$ cat src/rtl/frame_sequencer.sv
// Purpose: run controller that issues one frame-load pulse per enabled DMA channel per frame.
// Latency: start edge registered at t, WAIT_RDY at t+1, frame_valid at t+2; re-arm one cycle after frame_done.
// Backpressure: waits in WAIT_RDY until every enabled channel reports ready; in-flight frames always complete.
module frame_sequencer #(
  parameter int NCH   = 2,
  parameter int CNT_W = 32
) (
  input  logic             fclk,
  input  logic             rst_n,
  input  logic             cmd_start,
  input  logic             cmd_stop,
  input  logic             continuous,
  input  logic [CNT_W-1:0] frame_limit,
  input  logic [NCH-1:0]   chan_enable,
  input  logic [NCH-1:0]   frame_ready,
  output logic [NCH-1:0]   frame_valid,
  output logic             busy,
  output logic             frame_done,
  output logic [CNT_W-1:0] frame_count,
  output logic [1:0]       state_dbg
);

  typedef enum logic [1:0] {
    IDLE     = 2'd0,
    WAIT_RDY = 2'd1,
    LOAD     = 2'd2,
    RUN      = 2'd3
  } state_t;

  state_t state;
  state_t state_nxt;

  logic             cmd_start_q;
  logic             start_edge;
  logic [NCH-1:0]   en_lat;
  logic [NCH-1:0]   busy_seen;
  logic             stop_pending;
  logic             rearm_q;

  logic             start_ok;
  logic             all_rdy;
  logic             complete;
  logic             limit_hit;
  logic             rearm_calc;
  logic [CNT_W-1:0] cnt_inc;

  // Accepted start: registered rising edge of cmd_start, no stop, non-empty mask.
  assign start_ok = (state == IDLE) && start_edge && !cmd_stop && (chan_enable != '0);

  // Every enabled channel currently idle; disabled channels are ignored.
  assign all_rdy = ((frame_ready & en_lat) == en_lat);

  // A frame is complete once every enabled channel has gone busy and come back.
  // Suppressed while the completion pulse is out so one frame is counted once.
  assign complete = (state == RUN) && !frame_done && all_rdy &&
                    ((busy_seen & en_lat) == en_lat);

  assign cnt_inc   = frame_count + {{(CNT_W-1){1'b0}}, 1'b1};
  assign limit_hit = (frame_limit != '0) && (cnt_inc == frame_limit);

  // Decision to run another frame, captured at the completion cycle.
  assign rearm_calc = continuous && !limit_hit && !stop_pending && !cmd_stop;

  // State register.
  always_ff @(posedge fclk or negedge rst_n) begin
    if (!rst_n) begin
      state <= IDLE;
    end else begin
      state <= state_nxt;
    end
  end

  // Next-state selection.
  always_comb begin
    state_nxt = state;
    case (state)
      IDLE: begin
        if (start_ok) begin
          state_nxt = WAIT_RDY;
        end
      end
      WAIT_RDY: begin
        if (cmd_stop) begin
          state_nxt = IDLE;
        end else if (all_rdy) begin
          state_nxt = LOAD;
        end
      end
      LOAD: begin
        state_nxt = RUN;
      end
      RUN: begin
        // Leave RUN on the cycle the completion pulse is shown, so the next
        // load pulse lands one cycle after frame_done.
        if (frame_done) begin
          if (rearm_q && !stop_pending && !cmd_stop) begin
            state_nxt = LOAD;
          end else begin
            state_nxt = IDLE;
          end
        end
      end
      default: begin
        state_nxt = IDLE;
      end
    endcase
  end

  // Start edge detection on the MMIO command level.
  always_ff @(posedge fclk or negedge rst_n) begin
    if (!rst_n) begin
      cmd_start_q <= 1'b0;
      start_edge  <= 1'b0;
    end else begin
      cmd_start_q <= cmd_start;
      start_edge  <= cmd_start & ~cmd_start_q;
    end
  end

  // Channel mask is captured only at an accepted start.
  always_ff @(posedge fclk or negedge rst_n) begin
    if (!rst_n) begin
      en_lat <= '0;
    end else if (start_ok) begin
      en_lat <= chan_enable;
    end
  end

  // Stop requests during a frame are deferred until that frame completes.
  always_ff @(posedge fclk or negedge rst_n) begin
    if (!rst_n) begin
      stop_pending <= 1'b0;
    end else if (start_ok) begin
      stop_pending <= 1'b0;
    end else if (((state == LOAD) || (state == RUN)) && cmd_stop) begin
      stop_pending <= 1'b1;
    end
  end

  // Track which enabled channels have picked up the current frame.
  always_ff @(posedge fclk or negedge rst_n) begin
    if (!rst_n) begin
      busy_seen <= '0;
    end else if (state == LOAD) begin
      busy_seen <= '0;
    end else if (state == RUN) begin
      busy_seen <= busy_seen | (~frame_ready & en_lat);
    end
  end

  // Completion pulse, frame counter and captured re-arm decision.
  always_ff @(posedge fclk or negedge rst_n) begin
    if (!rst_n) begin
      frame_done  <= 1'b0;
      frame_count <= '0;
      rearm_q     <= 1'b0;
    end else begin
      frame_done <= complete;
      if (start_ok) begin
        frame_count <= '0;
      end else if (complete) begin
        frame_count <= cnt_inc;
      end
      if (complete) begin
        rearm_q <= rearm_calc;
      end
    end
  end

  assign frame_valid = (state == LOAD) ? en_lat : '0;
  assign busy        = (state != IDLE);
  assign state_dbg   = state;

endmodule

$ cat config.mk
export PLATFORM = sky130hd
export DESIGN_NAME = frame_sequencer
export DESIGN_NICKNAME = d
export VERILOG_FILES = /design/src/rtl/frame_sequencer.sv
export SDC_FILE = /design/constraint.sdc
export NUM_CORES = 1
export LEC_CHECK = 0
export CORE_MARGIN = 5
export CORE_UTILIZATION = 30
export CTS_CLUSTER_DIAMETER = 60
export CTS_CLUSTER_SIZE = 16
export DETAILED_ROUTE_END_ITERATION = 8
export GPL_TIMING_DRIVEN = 1
export HOLD_SLACK_MARGIN = 0.06
export PLACE_DENSITY = 0.52
export REMOVE_ABC_BUFFERS = 1
export SYNTH_ARGS = -nofsm -noshare
export SYNTH_HDL_FRONTEND = slang
export SYNTH_SLANG_ARGS = --single-unit
$ cat constraint.sdc
create_clock -name fclk -period 3.2 [get_ports fclk]
set_clock_uncertainty 0.1 [all_clocks]
set_input_delay 0.32 -clock fclk [delete_from_list [all_inputs] [get_ports fclk]]
set_output_delay 0.32 -clock fclk [all_outputs]
set_load 0.005 [all_outputs]
==> results.ini <==
[job]
maxCapViolations=0

[global_route]
gr-usage-all-layers_pct=17.0
grt-ovfl-total=0
grt_max_degree=45
use_met1_pct=23.4
grtUsageMet3_pct=2.96
top_usage_layer=met2
antenna_found_initial=0
grt_pass1_vias=3319
grt_pass1_wl_um=17800
gr-usage-met2_pct=27.7

[cells_and_area]
regArea_um2=1080
layout-drive-gt1-share_pct=7.68
final_area_um2=4290
fillers=1121
finish.utilization_pct=39.7
layout_commonest_cell=clkdlybuf4s50_1
synthToLayoutAreaGrowth_pct=30.4
multi_input_area_um2=2070
mostFrequentLayoutCells=clkdlybuf4s50_1 (77), dfrtp_1 (43), o21ai_0 (39)
n_antenna_cell=0
nets=510
fin_cells=609

[floorplanning]
rows=38
die_area_um2=13200
boundaryPins=79
die_h_um=115
core-area_um2=10800
start_util_pct=30.5
die_w_um=115

[synth]
netlist_instances=395
synthMuxAreaShare_pct=1.90
synth_xor_area_share_pct=11.2
synth_edf_count=0
syn_area_per_cell_um2=8.32
synth_compound_area_share_pct=20.2
synth_simple_gate_area_share_pct=29.2
synth-seq-cells=43
async_reset_ff_share_pct=100
synth.distinct_cells=63
synth_area_um2=3290
synth_top_family_by_area=simple AND/OR/NAND/NOR gates
yosysSeqAreaShare_pct=32.7
ys_warn_count=0
synthFlopType=dfrtp_1
synth_fa_ha_area_share_pct=0.381

[status]
outcome=completed

[route]
post-route-drc-count=0
wl_per_cell_um=18.3
vias=3355
drt_iter0_markers=228
drt_wl_total_um=11100
post_drt_via_cell_ratio=5.51
drtPass1Iterations=4
ant_nets=0

[placed_design]
hpwl_um=8280
routabilityCongestion=0.876
dp.cells=601
postPlaceCellArea_um2=4200
port-buffer-count=78

[clock_tree]
cts_resized=0
numClockSinks=43
clockBufferDepth=2
cts_setup_buffers=0
clk_pin_slew_worst_paths_ns=0.09
cts_tree=yes
insertion_delay_ns=0.30
cts_made_buffers=5
hold_buffers=0
ctsHtreeMaxLevel=2
clockRootBuffer=clkbuf_8

[sta]
rsz0062_at_grt=no
setup_viol=0
slew_viol_final=0
whs_ns=0.111
tightest_slew_ns=1.07
max_freq_ghz=0.349
hold_violations=0
timing.slew.headroom_pct=28.4
fin_crit_sh_pct=89.6
final.min_clock_period_ns=2.87
setup_tns_ns=0

[worst_hold_path]
hp-class=in -> async

[critical_path]
crit_type=reg -> reg
worstPathMaxFanout=9
end_kind=register
crit_path_start_kind=register
reg2reg_depth=8
required_ns=3.26
cp.arrival_ns=2.93

[power_and_ir_drop]
power.density_nw_per_um2=451
leakage_uw=0.00155
ir_worst_vdd_mv=0.259

-- cells by family after synthesis --
kind of cell	Yosys count
flops	43
compound gates	106
buf+inv	30
mux	6
simple gates	167
fa+ha+maj	1
xor+xnor	42
-- per-stage QoR --
| stage | setup WS, ns | total power, µW |
|---|---|---|
| 2_1_floorplan | 0.124 | 1190 |
| 3_3_place_gp | 0.426 | 1590 |
| 3_5_place_dp | 0.383 | 1590 |
| 4_1_cts | 0.350 | 1950 |
| 5_1_grt | 0.104 | 2070 |
| 6_report | 0.331 | 1930 |
-- cell type report --
type	instances	area share [%]
Clock inverter	2	0.292
Clock buffer	6	1.69
Timing Repair Buffer	89	20.0
Sequential cell	43	25.1
Inverter	7	0.613
Tap cell	140	4.09
Multi-Input combinational cell	322	48.2
-- where the power goes --
| part | switching [µW] | total, µW | internal [µW] |
|---|---|---|---|
| Combinational | 501 | 882 | 381 |
| Sequential | 88.4 | 697 | 608 |
| Clock | 201 | 354 | 153 |
-- critical path, cell delays in order, from the launching register on --
cell	delay, ns
dfrtp_1	0.47
ha_1	0.35
nand3_1	0.22
nor2_2	0.43
nand3_1	0.24
nor4bb_1	0.31
nor4_1	0.09
a2111oi_0	0.39
a31oi_1	0.13
-- metal layers --
metal	share of wire [%]	wire, µm
met2	48	5310
met3	5.7	635
met1	45	5000
met5	0	0
met4	1.6	178
-- flip-flops by register name (all words and copies together) (netlist names) --
name          flops
state_dbg         2
rearm_q           1
frame_count      32
start_edge        1
frame_done        1
stop_pending      1
en_lat            2
cmd_start_q       1
busy_seen         2
-- worst paths after layout --
kind | startpoint | endpoint | slack, ns
hold reg to reg | cmd_start_q | start_edge | 0.30
setup / recovery | frame_count[0] | rearm_q | 0.33
min in group fclk | cmd_start_q | start_edge | 0.30
hold / removal | rst_n | frame_count[21] | 0.11
max in group asynchronous | rst_n | frame_count[5] | 2.22
setup reg to reg | frame_count[0] | rearm_q | 0.33
-- cell usage after synthesis, drive strengths merged (2+ instances only) --
cell type / instances / area share, %
dfrtp: 43 / 33
o21ai: 42 / 6.4
nand2: 37 / 4.7
xnor2: 34 / 9.1
nor2: 33 / 3.8
nor4: 19 / 4.5
o31ai: 17 / 3.9
a21oi: 16 / 2.4
nand3: 16 / 2.8
buf: 12 / 2.3
nand4: 12 / 2.3
and3: 11 / 2.2
clkbuf: 11 / 1.3
a31oi: 9 / 1.7
xor2: 8 / 2.1
inv: 7 / 0.80
and4: 6 / 1.7
nor3: 6 / 0.91
and2: 5 / 0.95
nor2b: 5 / 0.95
mux2i: 4 / 1.2
nor4b: 4 / 1.3
or4: 4 / 1.0
a2111oi: 3 / 0.99
nor3b: 3 / 0.68
o41ai: 3 / 0.80
a22oi: 2 / 0.46
mux2: 2 / 0.68
nand2b: 2 / 0.38
o2bb2ai: 2 / 0.53
or3: 2 / 0.53
Power figures use the tool's default switching activity.
